### src/rtl/clock_ctrl.sv
`default_nettype none
// ============================================================================
// Module   : clock_ctrl
// Brief    : Single-clock timing source for the 8-bit core. It divides clk by
//            a programmable ratio into a one-cycle tick enable and drives a
//            one-hot phase ring. It supports free-run, single-step and
//            CPU-initiated halt.
// Revision : 1.0 - initial release
// ============================================================================
module clock_ctrl #(
  parameter int DIV_W  = 16,  // divide-ratio / prescaler width
  parameter int PHASES = 2,   // one-hot phase outputs, must be >= 2
  parameter int CNT_W  = 16   // tick counter width
) (
  input  logic              clk,
  input  logic              rst,
  input  logic              enable,
  input  logic              step,
  input  logic              halt,
  input  logic              clear_halt,
  input  logic [DIV_W-1:0]  div,
  output logic              tick,
  output logic [PHASES-1:0] phase,
  output logic [CNT_W-1:0]  tick_count,
  output logic              running,
  output logic              halted
);

  typedef enum logic [1:0] {
    ST_IDLE   = 2'd0,
    ST_RUN    = 2'd1,
    ST_HALTED = 2'd2
  } state_t;

  localparam logic [PHASES-1:0] C_PHASE_RST = PHASES'(1);

  state_t            state_q,      state_d;
  logic [DIV_W-1:0]  cnt_q,        cnt_d;
  logic              tick_q,       tick_d;
  logic [PHASES-1:0] phase_q,      phase_d;
  logic [CNT_W-1:0]  tick_count_q, tick_count_d;
  logic              step_q,       step_d;
  logic              running_q,    running_d;
  logic              halted_q,     halted_d;

  logic              step_edge;
  logic              div_hit;

  assign step_edge = step & ~step_q;
  // The >= compare lets a lowered divisor fire at once instead of wrapping
  assign div_hit   = (cnt_q >= div);

  // Next-state, prescaler, step and phase/count logic
  always_comb begin
    state_d      = state_q;
    cnt_d        = '0;
    tick_d       = 1'b0;
    phase_d      = phase_q;
    tick_count_d = tick_count_q;
    step_d       = step;

    // State transitions in priority order; halt overrides everything
    if (halt) begin
      state_d = ST_HALTED;
    end else begin
      case (state_q)
        ST_HALTED: state_d = clear_halt ? ST_IDLE : ST_HALTED;
        ST_IDLE:   state_d = enable ? ST_RUN : ST_IDLE;
        ST_RUN:    state_d = enable ? ST_RUN : ST_IDLE;
        default:   state_d = ST_IDLE;
      endcase
    end

    // Prescaler runs only in RUN; leaving RUN restarts the period from zero
    if (state_q == ST_RUN) begin
      tick_d = div_hit;
      if (state_d == ST_RUN) begin
        cnt_d = div_hit ? '0 : cnt_q + DIV_W'(1);
      end
    end else if (state_q == ST_IDLE) begin
      // Single step only when stopped; a simultaneous enable wins
      tick_d = step_edge & ~enable;
    end

    // A sampled halt drops whatever tick was about to be issued
    if (halt) begin
      tick_d = 1'b0;
    end

    // The tick cycle that is ending advances the ring and the counter
    if (tick_q) begin
      phase_d      = {phase_q[PHASES-2:0], phase_q[PHASES-1]};
      tick_count_d = tick_count_q + CNT_W'(1);
    end

    running_d = (state_d == ST_RUN);
    halted_d  = (state_d == ST_HALTED);
  end

  // State and output registers with synchronous reset
  always_ff @(posedge clk) begin
    if (rst) begin
      state_q      <= ST_IDLE;
      cnt_q        <= '0;
      tick_q       <= 1'b0;
      phase_q      <= C_PHASE_RST;
      tick_count_q <= '0;
      step_q       <= 1'b0;
      running_q    <= 1'b0;
      halted_q     <= 1'b0;
    end else begin
      state_q      <= state_d;
      cnt_q        <= cnt_d;
      tick_q       <= tick_d;
      phase_q      <= phase_d;
      tick_count_q <= tick_count_d;
      step_q       <= step_d;
      running_q    <= running_d;
      halted_q     <= halted_d;
    end
  end

  assign tick       = tick_q;
  assign phase      = phase_q;
  assign tick_count = tick_count_q;
  assign running    = running_q;
  assign halted     = halted_q;

endmodule
`default_nettype wire

### config.mk
export PLATFORM = sky130hd
export DESIGN_NAME = clock_ctrl
export DESIGN_NICKNAME = d
export VERILOG_FILES = /design/src/rtl/clock_ctrl.sv
export SDC_FILE = /design/constraint.sdc
export NUM_CORES = 1
export LEC_CHECK = 0
export CORE_ASPECT_RATIO = 2
export CORE_MARGIN = 1.5
export CORE_UTILIZATION = 51
export DETAILED_ROUTE_END_ITERATION = 12
export PLACE_DENSITY_LB_ADDON = 0.1
export SLEW_MARGIN = 20
export SYNTH_ARGS = -nofsm -noshare
export SYNTH_HDL_FRONTEND = slang
export SYNTH_SLANG_ARGS = --single-unit
export TNS_END_PERCENT = 50
### constraint.sdc
create_clock -name clk -period 2.2 [get_ports clk]
set_input_delay 0.44 -clock clk [delete_from_list [all_inputs] [get_ports clk]]
set_output_delay 0.44 -clock clk [all_outputs]
set_load 0.02 [all_outputs]
==> After elaboration in Yosys (flattened, before gate mapping) <==
Cells that the tools add are included.
{ "word_totals": {"register_bits": 40, "latch_bits": 0, "ram_bits": 0, "romBits": 0, "input_bits": 22, "output_inout_bits": 21, "word_cells": 31, "memories": 0} }
{ "classes": {"n_addsub": 2, "mul": 0, "n_div": 0, "magnitude_cmp": 1, "n_eq_ne": 4, "shift": 0, "n_mux": 6, "bitwise": 6, "reduce_logical": 4} }
{ "ops": {"columns": ["cell", "count"], "rows": [
  ["adder 16 x 1 -> 16 bit, second input constant", 2],
  ["greater-or-equal comparator 16 bit", 1],
  ["equality test 2 x 1 -> 1 bit, second input constant", 2],
  ["equality test 2 bit, second input constant", 2],
  ["two-way mux 2 bit", 2],
  ["inverter 1 bit", 4],
  ["case mux 2 bit (2 select lines)", 1],
  ["OR reduction 2 bit", 2],
  ["OR reduction 4 bit", 1],
  ["two-way mux 1 bit", 3],
  ["bitwise AND 1 bit", 2],
  ["logical NOT 2 bit", 1]
]} }

==> Depth between registers and ports, before layout <==
{ "logic_depth": {"ltp_word": 7, "mapped_depth": 8, "depth_no_buf": 7} }

==> Least setup slack after synthesis <==
OpenSTA, ideal clock, no wires.
{ "synth_path": {"kind": "input-to-reg", "startpoint": "input div[0]", "endpoint": "register cnt_q[9]", "setup_time_ns": 0.063, "arrival_ns": 1.759, "required_time_ns": 2.137, "slack_ns": 0.378, "stages": 7, "path_buffers": 1, "cell_sequence": "ha_1 > nand2b_4 > a2111oi_2 > nand3b_1 > nand4_4 > buf_6 > nor2_2"} }
{ "synth_via": {"elab_chain_len": 2} }
{ "synth_rtl": {"columns": ["element", "line", "rtl"], "rows": [
  ["start, declared", "21", "input logic [DIV_W-1:0] div,"],
  ["greater-or-equal comparator 16 bit", "51", "assign div_hit = (cnt_q >= div);"],
  ["OR reduction 4 bit (no line)", null, null],
  ["end signal, assigned", "113", "cnt_q <= cnt_d;"],
  ["end, declared", "38", "logic [DIV_W-1:0] cnt_q, cnt_d;"]
]} }
Every way passes these cells.
A chain may end at the register's enable or synchronous reset.

==> Final worst setup path <==
{ "layout_path": {"startpoint": "input div[0]", "endpoint": "register cnt_q[3]"} }
The elaborated chain is that of the path after synthesis.

==> metrics <==
Non-Filler Instances 329; Layout area overhead 30.5%; maximum VDD drop 0.787 mV; Root Driver clkbuf_8; Least-Margin Pin Slew 0.574 ns; share of flip-flops with an asynchronous set or reset 0%; Flop pwr share 50.8%; Post-DP HPWL 3.25 mm; Final Total Pwr 1.45 mW; synthesized net count 268; Diodes inserted 0; dpl cell area 2560 um^2; Ys Warns 0; DRC viols 0; slowest CP cell clkdlybuf4s50_1; CTS tree built; DIE WIDTH 47.9 um; post-route ant nets 0; I/O pins 43; Fin Hold WS 0.495 ns; Buffers on Ports 42; DRT Pass-1 Iters 4; logic gate share of total power 7.1%; max-slew violation count 0; Hold Fails Final Rpt 0; final WL 4.10 mm; P_leak 1.04 nW; cell taking the most area after synthesis dfxtp_1; Clk Latency, worst-skew pair 0.30 ns; Routed WL per cell 12.4 um; via/cell ratio 5.11; Clk network pwr share 42.2%; first-pass GRT wire length 7.05 mm; # fillers 352; Cell Chain, Critical Path clkdlybuf4s50_1 > ha_1 > nand2b_4 > a2111oi_2 > nand3b_1 > nand4_4 > buf_12 > nor2_1; Setup-failing EPs final 0; # H-tree levels 2; Pint 1.13 mW; Hold Path Origin phase[1]; clock-pin slew on the worst setup and hold paths 0.08 ns; PD cells 541 nW/um^2; vias in the first global route 1676; Setup Buffers After CTS 0; worst reg2reg startpoint cnt_q[0]; row count 32; period utilization 93.1%; Seq cells post-synth 40; reg-to-reg slack, setup 0.34 ns; crit path max fanout 16; worst-case clock buffer depth 2; hold endpoint phase[0]; Overflow after GRT 0; Clock Skew 0.00814 ns; Fmax achieved 488 MHz; core area 3840 um^2; Worst Reg-to-Reg Cells 8; Mapped Cells 228; worst setup path category in -> reg; synth unique cells 39; CP arrival 2.28 ns; crit-path max cell delay 0.40 ns; ys flop type dfxtp_1; fin nets 317; RSZ-0062 raised after global routing false; Hold WC Path Type reg -> reg; buffers plus inverters on the worst setup path 2; GRT Resource Usage Total 21.8%; Worst setup EP type flop; mapped cell area 2050 um^2; antenna violations before repair 0; Rel. slew slack 61.5%; most frequent cell after synthesis dfxtp_1; total clock sinks 40; post-layout min period 2.05 ns; full die area 4440 um^2; Net Sw Frac 21.8%; routed vias 1680; share of cells above drive strength 1 12.6%; finished layout cell area 2680 um^2; startpoint types input port; GP Congestion 0.770; CP top delay family buffers and inverters; synth cell count leaders 40 x dfxtp_1, 28 x nor2_1, 19 x inv_1; hold depth 1; Die Span Y 92.7 um; top cell type's share of synthesized area 39.0%; largest net degree at the start of global routing 22; Num CTS Buffers 5; dpl cells 321; outcome completed; Critical Path RT 2.43 ns; Net Switching 316 uW; Max-cap violations 0; syn_area_per_cell 9.01 um^2; worst r2r dst cnt_q[3]; Post-synth EDFFs 0; register area share after synthesis 39.0%; Starting Density 53.4%; leading post-synthesis cells by cell area dfxtp_1 39%, ha_1 11%, xor2_1 6.8%, nor2_1 5.1%, xnor2_1 4.3%; first-iteration detailed-routing DRC count 14
==> flip-flops by register name, indices dropped and copies added (netlist names) <==
signal / flops
cnt_q: 16
tick_count: 16
phase: 2
state_q: 2
halted: 1
running: 1
step_q: 1
tick: 1
==> kinds of logic after synthesis <==
logic type	synth area share (%)
DFF	39.0
muxes	0.975
adders and majority gates	11.0
and+or+nand+nor	26.8
AOI/OAI and AO/OA	6.34
buffers and inverters	4.81
xor gates and xnor gates	11.1
==> repair_timing <==
action,CTS,global route
endpoints found under the setup margin,0,1
hold buffers,0,0
gates resized for setup,0,1
==> through the flow <==
stage,setup slack (ns),TNS [ns],util [%]
after floorplan,0.378,0,-
after global placement,-0.147,-2.38,66.6
after detailed placement,-0.187,-2.89,66.6
after CTS,0.119,0,69.6
after global routing,0.0464,0,69.7
final,0.151,0,69.7
==> worst register-to-register path, delay by kind of cell, from the launching register on <==
| family | cells | cell delay (ns) |
|---|---|---|
| compound gates | 1 | 0.40 |
| fa+ha+maj | 1 | 0.26 |
| buf+inv | 2 | 0.23 |
| flops | 1 | 0.34 |
| simple gates | 4 | 0.58 |
==> placed cells by master (no fill, tap or decap), types with 2 or more instances in the layout <==
cell type / instances
and3_1: 3
nor3_2: 2
nand3_1: 8
xnor2_1: 10
inv_1: 19
clkdlybuf4s50_1: 42
nor3_1: 3
xor2_1: 16
or3_1: 3
mux2i_1: 2
dfxtp_1: 40
a21oi_1: 10
nor2_1: 28
buf_4: 4
nor2_2: 10
nand4_2: 2
o21ai_0: 6
and2_2: 2
nand2_1: 12
ha_1: 18
clkbuf_8: 5
nand4_1: 9
nor2b_1: 3
and4_1: 2
==> cell type report <==
class                      count  area [um^2]  share of cell area [%]
clock buffer                   5         68.8                    2.57
multi-input combinational    164         1160                    43.2
inverter                      19         71.3                    2.66
clock inverter                 3         46.3                    1.73
sequential                    40          801                    29.9
timing repair buffer          47          470                    17.6
tap                           51         63.8                    2.38
==> how the worst max path moves through the flow <==
stage | startpoint | endpoint | slack (ns) | cells past startpoint
2_1_floorplan | div[0] | cnt_q[9] | 0.38 | 7
3_5_place_dp | div[0] | cnt_q[5] | -0.19 | 8
4_1_cts | div[0] | cnt_q[3] | 0.12 | 8
6_report | div[0] | cnt_q[3] | 0.15 | 8
5_1_grt | div[0] | cnt_q[3] | 0.05 | 8
3_3_place_gp | div[13] | cnt_q[13] | -0.15 | 9
==> power groups by stage <==
stage          registers [mW]  clock network (mW)  logic [mW]
3_3_place_gp            0.753                   0       0.102
6_report                0.736               0.611       0.103
5_1_grt                 0.738               0.660       0.113
2_1_floorplan           0.757                   0      0.0424
4_1_cts                 0.736               0.630       0.104
3_5_place_dp            0.754                   0       0.103
==> metal layers <==
metal  wire, um  global-route usage [%]
met2       2430                    40.9
met1       1460                    20.2
met5          0                       0
met4         72                    8.11
met3        140                    5.46
Power figures use the tool's default switching activity.
